<file path="config.mk">
export PLATFORM = sky130hd
export DESIGN_NAME = decode_stage
export DESIGN_NICKNAME = d
export VERILOG_FILES = /design/src/rtl/rv32i_pkg.sv /design/src/rtl/imm_gen.sv /design/src/rtl/decode_stage.sv
export SDC_FILE = /design/constraint.sdc
export NUM_CORES = 1
export LEC_CHECK = 0
export BUFFER_PORTS_ARGS = -buffer_cell sky130_fd_sc_hd__buf_2
export CAP_MARGIN = 20
export CORE_MARGIN = 2
export CORE_UTILIZATION = 30
export CTS_CLUSTER_SIZE = 28
export DETAILED_ROUTE_END_ITERATION = 12
export PLACE_DENSITY = 0.6
export SETUP_SLACK_MARGIN = 0.3
export SLEW_MARGIN = 30
export SYNTH_ARGS = -nofsm -noshare
export SYNTH_HDL_FRONTEND = slang
export SYNTH_SLANG_ARGS = --single-unit
</file>
<file path="constraint.sdc">
create_clock -name clk -period 2.4 [get_ports clk]
set_clock_uncertainty 0.15 [all_clocks]
set_input_delay 0.12 -clock clk [delete_from_list [all_inputs] [get_ports clk]]
set_output_delay 0.12 -clock clk [all_outputs]
set_load 0.01 [all_outputs]
</file>
<file path="src/rtl/rv32i_pkg.sv">
// RV32I decode definitions: opcodes, immediate formats, stage state and the decoded bundle.
// decode_stage uses instr_illegal() only when DECODE_ILLEGAL_EN is defined.
package rv32i_pkg;

    localparam logic [6:0] LOAD     = 7'b0000011;
    localparam logic [6:0] MISC_MEM = 7'b0001111;
    localparam logic [6:0] OP_IMM   = 7'b0010011;
    localparam logic [6:0] AUIPC    = 7'b0010111;
    localparam logic [6:0] STORE    = 7'b0100011;
    localparam logic [6:0] OP       = 7'b0110011;
    localparam logic [6:0] LUI      = 7'b0110111;
    localparam logic [6:0] BRANCH   = 7'b1100011;
    localparam logic [6:0] JALR     = 7'b1100111;
    localparam logic [6:0] JAL      = 7'b1101111;
    localparam logic [6:0] SYSTEM   = 7'b1110011;

    typedef enum logic [2:0] {
        IMM_I,
        IMM_S,
        IMM_B,
        IMM_U,
        IMM_J,
        IMM_NONE
    } imm_type_e;

    typedef enum logic {
        EMPTY,
        FULL
    } stage_state_e;

    typedef struct packed {
        logic [31:0] imm;
        logic [4:0]  rd;
        logic [6:0]  opcode;
        logic [2:0]  funct3;
        logic        funct7b5;
        logic        illegal;
    } decode_bundle_t;

    function automatic imm_type_e imm_type_of(input logic [6:0] opcode);
        imm_type_e t;
        case (opcode)
            OP_IMM, LOAD, JALR, SYSTEM, MISC_MEM: t = IMM_I;
            STORE:                                t = IMM_S;
            BRANCH:                               t = IMM_B;
            LUI, AUIPC:                           t = IMM_U;
            JAL:                                  t = IMM_J;
            default:                              t = IMM_NONE;
        endcase
        return t;
    endfunction

    function automatic logic writes_rd(input logic [6:0] opcode);
        return !(opcode == STORE || opcode == BRANCH ||
                 opcode == MISC_MEM || opcode == SYSTEM);
    endfunction

    function automatic logic instr_illegal(input logic [31:0] instr);
        logic [2:0] f3;
        logic [6:0] f7;
        logic       bad;
        f3  = instr[14:12];
        f7  = instr[31:25];
        bad = (instr[1:0] != 2'b11);
        case (instr[6:0])
            LUI, AUIPC, JAL: bad = bad;
            JALR:            bad = bad || (f3 != 3'd0);
            BRANCH:          bad = bad || (f3 == 3'd2) || (f3 == 3'd3);
            LOAD:            bad = bad || (f3 == 3'd3) || (f3 == 3'd6) || (f3 == 3'd7);
            STORE:           bad = bad || (f3 > 3'd2);
            OP_IMM: begin
                if (f3 == 3'd1)
                    bad = bad || (f7 != 7'h00);
                else if (f3 == 3'd5)
                    bad = bad || ((f7 != 7'h00) && (f7 != 7'h20));
            end
            OP:              bad = bad || ((f7 != 7'h00) && (f7 != 7'h20));
            MISC_MEM:        bad = bad || (f3 > 3'd1);
            SYSTEM:          bad = bad || (f3 == 3'd4);
            default:         bad = 1'b1;
        endcase
        return bad;
    endfunction

endpackage

</file>
<file path="src/rtl/imm_gen.sv">
// Combinational RV32I immediate extraction; IMM_NONE yields zero.
module imm_gen
    import rv32i_pkg::*;
(
    input  logic [31:0] instr,
    input  imm_type_e   imm_type,
    output logic [31:0] imm
);

    always_comb begin
        imm = '0;
        case (imm_type)
            IMM_I:   imm = {{20{instr[31]}}, instr[31:20]};
            IMM_S:   imm = {{20{instr[31]}}, instr[31:25], instr[11:7]};
            IMM_B:   imm = {{20{instr[31]}}, instr[7], instr[30:25], instr[11:8], 1'b0};
            IMM_U:   imm = {instr[31:12], 12'b0};
            IMM_J:   imm = {{12{instr[31]}}, instr[19:12], instr[20], instr[30:21], 1'b0};
            default: imm = '0;
        endcase
    end

endmodule

</file>
<file path="src/rtl/decode_stage.sv">
// RV32I decode stage: one-entry valid/ready buffer with write-back bypass over a registered-read regfile.
// Define DECODE_ILLEGAL_EN to add the out_illegal port and illegal-encoding detection.
module decode_stage
    import rv32i_pkg::*;
#(
    parameter int unsigned     XLEN     = 32,
    parameter logic [XLEN-1:0] RESET_PC = '0
)
(
    input  logic            clk,
    input  logic            rstN,
    input  logic            in_valid,
    output logic            in_ready,
    input  logic [31:0]     in_instr,
    input  logic [XLEN-1:0] in_pc,
    output logic [4:0]      rf_rs1,
    output logic [4:0]      rf_rs2,
    input  logic [XLEN-1:0] rf_data1,
    input  logic [XLEN-1:0] rf_data2,
    input  logic            wb_we,
    input  logic [4:0]      wb_rd,
    input  logic [XLEN-1:0] wb_data,
    input  logic            flush,
    output logic            out_valid,
    input  logic            out_ready,
    output logic [XLEN-1:0] out_pc,
    output logic [XLEN-1:0] out_rs1_val,
    output logic [XLEN-1:0] out_rs2_val,
    output logic [XLEN-1:0] out_imm,
    output logic [4:0]      out_rd,
    output logic [6:0]      out_opcode,
    output logic [2:0]      out_funct3,
    output logic            out_funct7b5
`ifdef DECODE_ILLEGAL_EN
    ,
    output logic            out_illegal
`endif
);

    stage_state_e    state;
    logic [31:0]     instr_q;
    logic [XLEN-1:0] pc_q;
    logic            hit1_q, hit2_q;
    logic            zero1_q, zero2_q;
    logic [XLEN-1:0] wb_data_q;
    logic            accept;
    imm_type_e       imm_type;
    logic [31:0]     imm_val;
    decode_bundle_t  dec;

    assign in_ready = !flush && ((state == EMPTY) || out_ready);
    assign accept   = in_valid && in_ready;

    // Register addresses follow the incoming instruction on accept, otherwise the held one,
    // so a stalled bundle keeps re-reading the regfile and picks up later writes.
    assign rf_rs1 = accept ? in_instr[19:15] : instr_q[19:15];
    assign rf_rs2 = accept ? in_instr[24:20] : instr_q[24:20];

    always_ff @(posedge clk or negedge rstN) begin
        if (!rstN) begin
            state     <= EMPTY;
            instr_q   <= '0;
            pc_q      <= RESET_PC;
            hit1_q    <= 1'b0;
            hit2_q    <= 1'b0;
            zero1_q   <= 1'b1;
            zero2_q   <= 1'b1;
            wb_data_q <= '0;
        end else begin
            // The regfile read launched on this edge misses a same-edge write; remember it.
            hit1_q    <= wb_we && (wb_rd != '0) && (wb_rd == rf_rs1);
            hit2_q    <= wb_we && (wb_rd != '0) && (wb_rd == rf_rs2);
            zero1_q   <= (rf_rs1 == '0);
            zero2_q   <= (rf_rs2 == '0);
            wb_data_q <= wb_data;
            if (accept) begin
                instr_q <= in_instr;
                pc_q    <= in_pc;
            end
            if (flush)
                state <= EMPTY;
            else if (accept)
                state <= FULL;
            else if (out_ready)
                state <= EMPTY;
        end
    end

    assign imm_type = imm_type_of(instr_q[6:0]);

    imm_gen u_imm_gen (
        .instr    (instr_q),
        .imm_type (imm_type),
        .imm      (imm_val)
    );

    always_comb begin
        dec          = '0;
        dec.imm      = imm_val;
        dec.opcode   = instr_q[6:0];
        dec.funct3   = instr_q[14:12];
        dec.funct7b5 = instr_q[30];
`ifdef DECODE_ILLEGAL_EN
        dec.illegal  = instr_illegal(instr_q);
`else
        dec.illegal  = 1'b0;
`endif
        dec.rd       = (writes_rd(instr_q[6:0]) && !dec.illegal) ? instr_q[11:7] : '0;
    end

    assign out_valid    = (state == FULL);
    assign out_pc       = pc_q;
    assign out_rs1_val  = zero1_q ? '0 : (hit1_q ? wb_data_q : rf_data1);
    assign out_rs2_val  = zero2_q ? '0 : (hit2_q ? wb_data_q : rf_data2);
    assign out_imm      = dec.imm;
    assign out_rd       = dec.rd;
    assign out_opcode   = dec.opcode;
    assign out_funct3   = dec.funct3;
    assign out_funct7b5 = dec.funct7b5;
`ifdef DECODE_ILLEGAL_EN
    assign out_illegal  = dec.illegal;
`endif

endmodule

</file>
### Word level (Yosys, flattened, before mapping)

Index checks and enable logic that the tools add are counted.

| word-level totals | value |
|---|---|
| latch bits | 0 |
| output and inout port bits | 156 |
| memory bits (read-only) | 0 |
| bits in writable memories | 0 |
| memories | 0 |
| flip-flop bits (word level) | 101 |

| cells by class | value |
|---|---|
| multiplexer cells | 12 |
| reduce and logical (&&, ||, !) cells | 17 |
| bitwise logic cells | 1 |
| $add $sub $neg | 0 |
| equal/unequal tests | 16 |
| $lt $le $gt $ge | 0 |
| shifts and indexed selects | 0 |
| div/mod/pow operators | 0 |
| multipliers | 0 |

Operators with widths:

| cell | count |
|---|---|
| case mux 32 bit (5 select lines) | 1 |
| two-way mux 32 bit | 4 |
| == test 7 bit, second input constant | 4 |
| two-way mux 5 bit | 3 |
| case mux 3 bit (5 select lines) | 1 |
| == test 7 x 5 -> 1 bit, second input constant | 2 |
| == test 7 x 6 -> 1 bit, second input constant | 2 |
| == test 5 bit | 2 |
| logical NOT 5 bit | 2 |
| == test 7 x 2 -> 1 bit, second input constant | 1 |
| == test 7 x 4 -> 1 bit, second input constant | 1 |
| == test 3 x 2 -> 1 bit, second input constant | 2 |
| logical AND 1 bit | 5 |
| nonzero test 5 bit | 1 |
| OR reduction 5 bit | 1 |
| logical OR 1 bit | 4 |
| == test 3 x 1 -> 1 bit, second input constant | 1 |
| == test 3 bit, second input constant | 1 |
| logical NOT 3 bit | 1 |
| two-way mux 1 bit | 3 |
| nonzero test 3 bit | 1 |
| OR reduction 2 bit | 1 |
| logical NOT 1 bit | 1 |
| inverter 1 bit | 1 |

### Logic depth before layout (Yosys ltp)

| depth | value |
|---|---|
| depth in word-level cells | 7 |
| depth in mapped cells | 7 |
| gate-level depth less buffers | 5 |

### Cells and area by module

Synthesis repeated with hierarchy kept, for this count alone.

| second synthesis, totals | value |
|---|---|
| cell total of the unflattened synthesis | 491 |
| area, all modules | 5363.9 sq um |

By module, submodules not included:

| module | instances | sequential area each (sq um) | cells each | area each (sq um) |
|---|---|---|---|---|
| decode_stage | 1 | 2529.9 | 397 | 4823.4 |
| imm_gen | 1 | 0.0 | 94 | 540.5 |

### Least setup slack after synthesis

OpenSTA, ideal clock, no wires.

| timing | value |
|---|---|
| path type | reg-to-reg |
| from | reg state, in the netlist out_valid |
| to | reg zero1_q |
| required time | 2175 ps |
| path slack | 489 ps |
| arrival time | 1685 ps |
| cell stages (with the launch flop) | 7 |
| buffers on the path | 1 |
| period minus slack after synthesis | 1911 ps |
| cell sequence | dfrtp_1 -> nor2b_4 -> nor3b_2 -> buf_6 -> mux2_2 -> or3_1 -> nor3_2 |

| between the ends | value |
|---|---|
| word-level cells in the longest chain between the ends | 6 |

RTL lines:

| what | line | text |
|---|---|---|
| start: declaration | decode_stage.sv:40 | `stage_state_e state;` |
| start signal: assignment | decode_stage.sv:61 | `state <= EMPTY;` |
| start signal: assignment | decode_stage.sv:81 | `state <= EMPTY;` |
| start signal: assignment | decode_stage.sv:83 | `state <= FULL;` |
| inverter 1 bit | decode_stage.sv:51 | `assign in_ready = !flush && ((state == EMPTY) \|\| out_ready);` |
| logical OR 1 bit | decode_stage.sv:51 |  |
| logical AND 1 bit | decode_stage.sv:51 |  |
| logical AND 1 bit | decode_stage.sv:52 | `assign accept = in_valid && in_ready;` |
| two-way mux 5 bit | decode_stage.sv:56 | `assign rf_rs1 = accept ? in_instr[19:15] : instr_q[19:15];` |
| net rf_rs1[2] | decode_stage.sv:16 | `output logic [4:0] rf_rs1,` |
| logical NOT 5 bit | decode_stage.sv:73 | `zero1_q <= (rf_rs1 == '0);` |
| end signal: assignment | decode_stage.sv:73 |  |
| end: declaration | decode_stage.sv:44 | `logic zero1_q, zero2_q;` |

The timed path passes the listed nets, and every way through them passes these cells.
A chain may end at the register's enable or synchronous reset.

### Worst setup path in the final report

| timing | value |
|---|---|
| from | reg instr_q[3] |
| to | out out_imm[20] |

| between the ends | value |
|---|---|
| word-level cells in the longest chain between the ends | 5 |
| elaborated cells on any way between the ends | 19 |
| those cells by class | eq/ne: 14; mux: 2; reduce/logical: 3 |

RTL lines:

| what | line | text |
|---|---|---|
| start: declaration | decode_stage.sv:41 | `logic [31:0] instr_q;` |
| start signal: assignment | decode_stage.sv:77 | `instr_q <= in_instr;` |
| == test 7 x 4 -> 1 bit, or another cell as far along | rv32i_pkg.sv:42 | `case (opcode)` |
| OR reduction 5 bit or OR reduction 2 bit (tied branches) | rv32i_pkg.sv:42 |  |
| case mux 3 bit (5 select lines) (*) | rv32i_pkg.sv:42 |  |
| == test 3 bit, or another cell as far along | imm_gen.sv:12 | `case (imm_type)` |
| case mux 32 bit (5 select lines) (*) | imm_gen.sv:12 |  |
| end: declaration | decode_stage.sv:29 | `output logic [XLEN-1:0] out_imm,` |

Mark *: on every way between the ends. The rest lies on a longest branch, timed or not.

==> impl_metrics.ini <==
[final_layout]
nNetsFinal = 1074
synthToLayoutAreaGrowth_pct = 69.7
insertedDiodeCount = 0
fillers = 1531
drive_above_1_share_pct = 52.8
final_design_area_no_fill_sq_um = 8810

[setup_path]
critPathKind = reg2out
required_ns = 2.13
startpoint_type = register
worst-path-max-fanout = 11
worstPathArrival_ns = 2.09
cp-end-kind = output pin

[timing]
tns_ns = 0
min_period_ns = 2.36
maxSlewViolCount = 0
max_slew_margin_pct = 56.3
timing.fmax_ghz = 0.424
min_period_over_period_pct = 98.3
worst_pin_slew_ns = 0.656
hold_viol = 0
report.final.setup_viol = 0
rsz0062_at_grt = true
worst_slack_ns = 0.0406

[pwr]
power_density_nw_per_um2 = 600
power.internal_mw = 3.60
netSwitchingPower_mw = 1.69
clkPwrFrac_pct = 26.9
p_comb_share_pct = 33.0
switching_share_pct = 32.0
pwr-share-seq_pct = 40.1
ir_drop_mv = 0.314
p_leak_nw = 4.34

[global_routing]
grt_max_degree = 57
use_met1_pct = 22.9
grt.total_usage_pct = 19.3
grt_pass1_vias = 5332
grt_antenna_before_repair = 0
grt_use_met3_pct = 4.56
use_met2_pct = 33.4
busiest_layer = met2
grt_overflow = 0
grt_pass1_wl_mm = 27.6

[placed_design]
pre_cts_slack_ns = 0.258
io_buffers = 326
place_area_sq_um = 7030
dp_hpwl_mm = 13.0
gp_congestion = 0.798

[synthesis]
synth_edf_count = 0
yosysMostFrequentCell = dfrtp_1
ys.flop_type = dfrtp_1
syn_avg_cell_area_sq_um = 11.2
synthTopCellsByCount = dfrtp_1 (99), nor2_1 (74), mux2i_1 (70)
synthArstFlopShare_pct = 100
netlist_top_cells_area = dfrtp_1 (48%), mux2i_1 (13%), mux2_2 (12%)
synth_seq_cells = 101
synthCells = 464
yosysTopAreaCell = dfrtp_1
ys_types = 50
syn_area_sq_um = 5190
yosysSeqAreaShare_pct = 48.7
netlist.area_leader.share_pct = 47.7
syn_nets = 635
yosys_warnings = 0

[floorplanning]
core_sq_um = 17100
io_pins = 327
die_x_um = 136
num_rows = 48
initial_core_util_pct = 30.3
die-area_sq_um = 18400
die-height_um = 136

[clock_tree]
cts_buffer_depth = 2
clkSinkCount = 101
clk_latency_ns = 0.35
cts_inserted_buffers = 9
cts_tree = done
htreeDepth = 3
cts.clk_slew.worst_paths_ns = 0.08
root_buffer = clkbuf_16

[routing]
drt-total-wl_mm = 18.6
via_per_inst = 4.64
drt_iter0_drc = 191
dr_total_vias = 5258
drc = 0
ant_nets = 0
wl_per_cell_um = 16.4
drt_pre_antenna_iters = 4

[run_status]
status = completed

[flow_run]
cap_viol_max_count = 0

[min_path]
hold_path.class = in2reg
-- cell families after synthesis --
kind of cell / count (synthesis) / synth area share, %
AOI/OAI and AO/OA: 56 / 8.02
and+or+nand+nor: 125 / 11.5
xor gates and xnor gates: 5 / 0.844
muxes: 127 / 25.9
DFF: 101 / 48.7
buffers and inverters: 50 / 4.99
-- metrics by stage --
step	cells	hold WS, ns	total power, mW	utilization, %
after floorplan	464	-0.326	2.87	-
after global placement	989	-0.0604	3.49	41.1
after detailed placement	989	-0.0415	3.50	41.1
after CTS	1120	0.0125	5.22	50.0
after global routing	1133	0.0135	5.59	51.5
final	1133	0.0271	5.29	51.5
-- registers in the layout (all words and copies together) (netlist names) --
signal,flops
instr_q,32
hit2_q,1
wb_data_q,32
out_pc,32
hit1_q,1
zero2_q,1
zero1_q,1
out_valid,1
-- routing by layer --
metal,up-vias,routed length [um]
met3,36,1280
met5,-,0
li1,2480,-
met2,223,9180
met1,2519,7580
met4,0,565
-- cell usage in the layout, fill, tap and decap left out, drive strengths merged, types with 6 or more instances in the layout --
cell / n
buf: 365
dlygate4sd3: 100
dfrtp: 99
nor2: 74
mux2i: 70
mux2: 57
a21o: 19
inv: 14
and2: 12
clkbuf: 11
nand2: 10
a21oi: 10
nor2b: 8
a31o: 6
-- worst max-delay path: stages (launching register included) --
cell and delay, ns:
dfrtp_2 0.43, or2_1 0.22, o21a_1 0.13, or3_4 0.36, a21oi_2 0.16, buf_6 0.18, a21o_1 0.12, buf_2 0.14
-- final cells by class --
cell class / count / area (sq um) / area share, %
Sequential cell: 101 / 2540 / 28.8
Timing Repair Buffer: 466 / 3110 / 35.3
Tap cell: 225 / 282 / 3.19
Multi-Input combinational cell: 313 / 2560 / 29.0
Clock buffer: 10 / 239 / 2.71
Clock inverter: 6 / 43.8 / 0.497
Inverter: 12 / 45.0 / 0.511
-- path summary, 6_finish.rpt --
kind | startpoint | end | slack (ns) | depth (start not counted)
hold / removal | wb_rd[3] | hit2_q$_DFF_PN0_ | 0.03 | 3
setup / recovery | instr_q[3]$_DFFE_PN0P_ | out_imm[20] | 0.04 | 7
hold reg to reg | out_pc[4]$_DFFE_PN0P_ | out_pc[4]$_DFFE_PN0P_ | 0.36 | 1
setup reg to reg | out_valid$_DFFE_PN0P_ | hit1_q$_DFF_PN0_ | 0.35 | 7
max in group asynchronous | rstN | zero1_q$_DFF_PN1_ | 1.24 | 3
min in group asynchronous | rstN | out_pc[30]$_DFFE_PN0P_ | 0.12 | 2
-- power groups by stage --
| stage | Combinational [mW] | Clock (mW) | Sequential [mW] |
|---|---|---|---|
| floorplan | 0.759 | 0 | 2.11 |
| global placement | 1.36 | 0 | 2.13 |
| detailed placement | 1.37 | 0 | 2.14 |
| CTS | 1.62 | 1.49 | 2.11 |
| global route | 1.88 | 1.56 | 2.15 |
| finish | 1.75 | 1.42 | 2.12 |
-- what timing repair did --
item	4_1_cts	5_1_grt
resized for setup	28	31
pin swaps	5	2
gates cloned	0	1
endpoints found under the hold margin	130	0
hold buffers	100	0
endpoints found under the setup margin	48	100
buffers inserted	15	12
(Power assumes the default switching activity.)
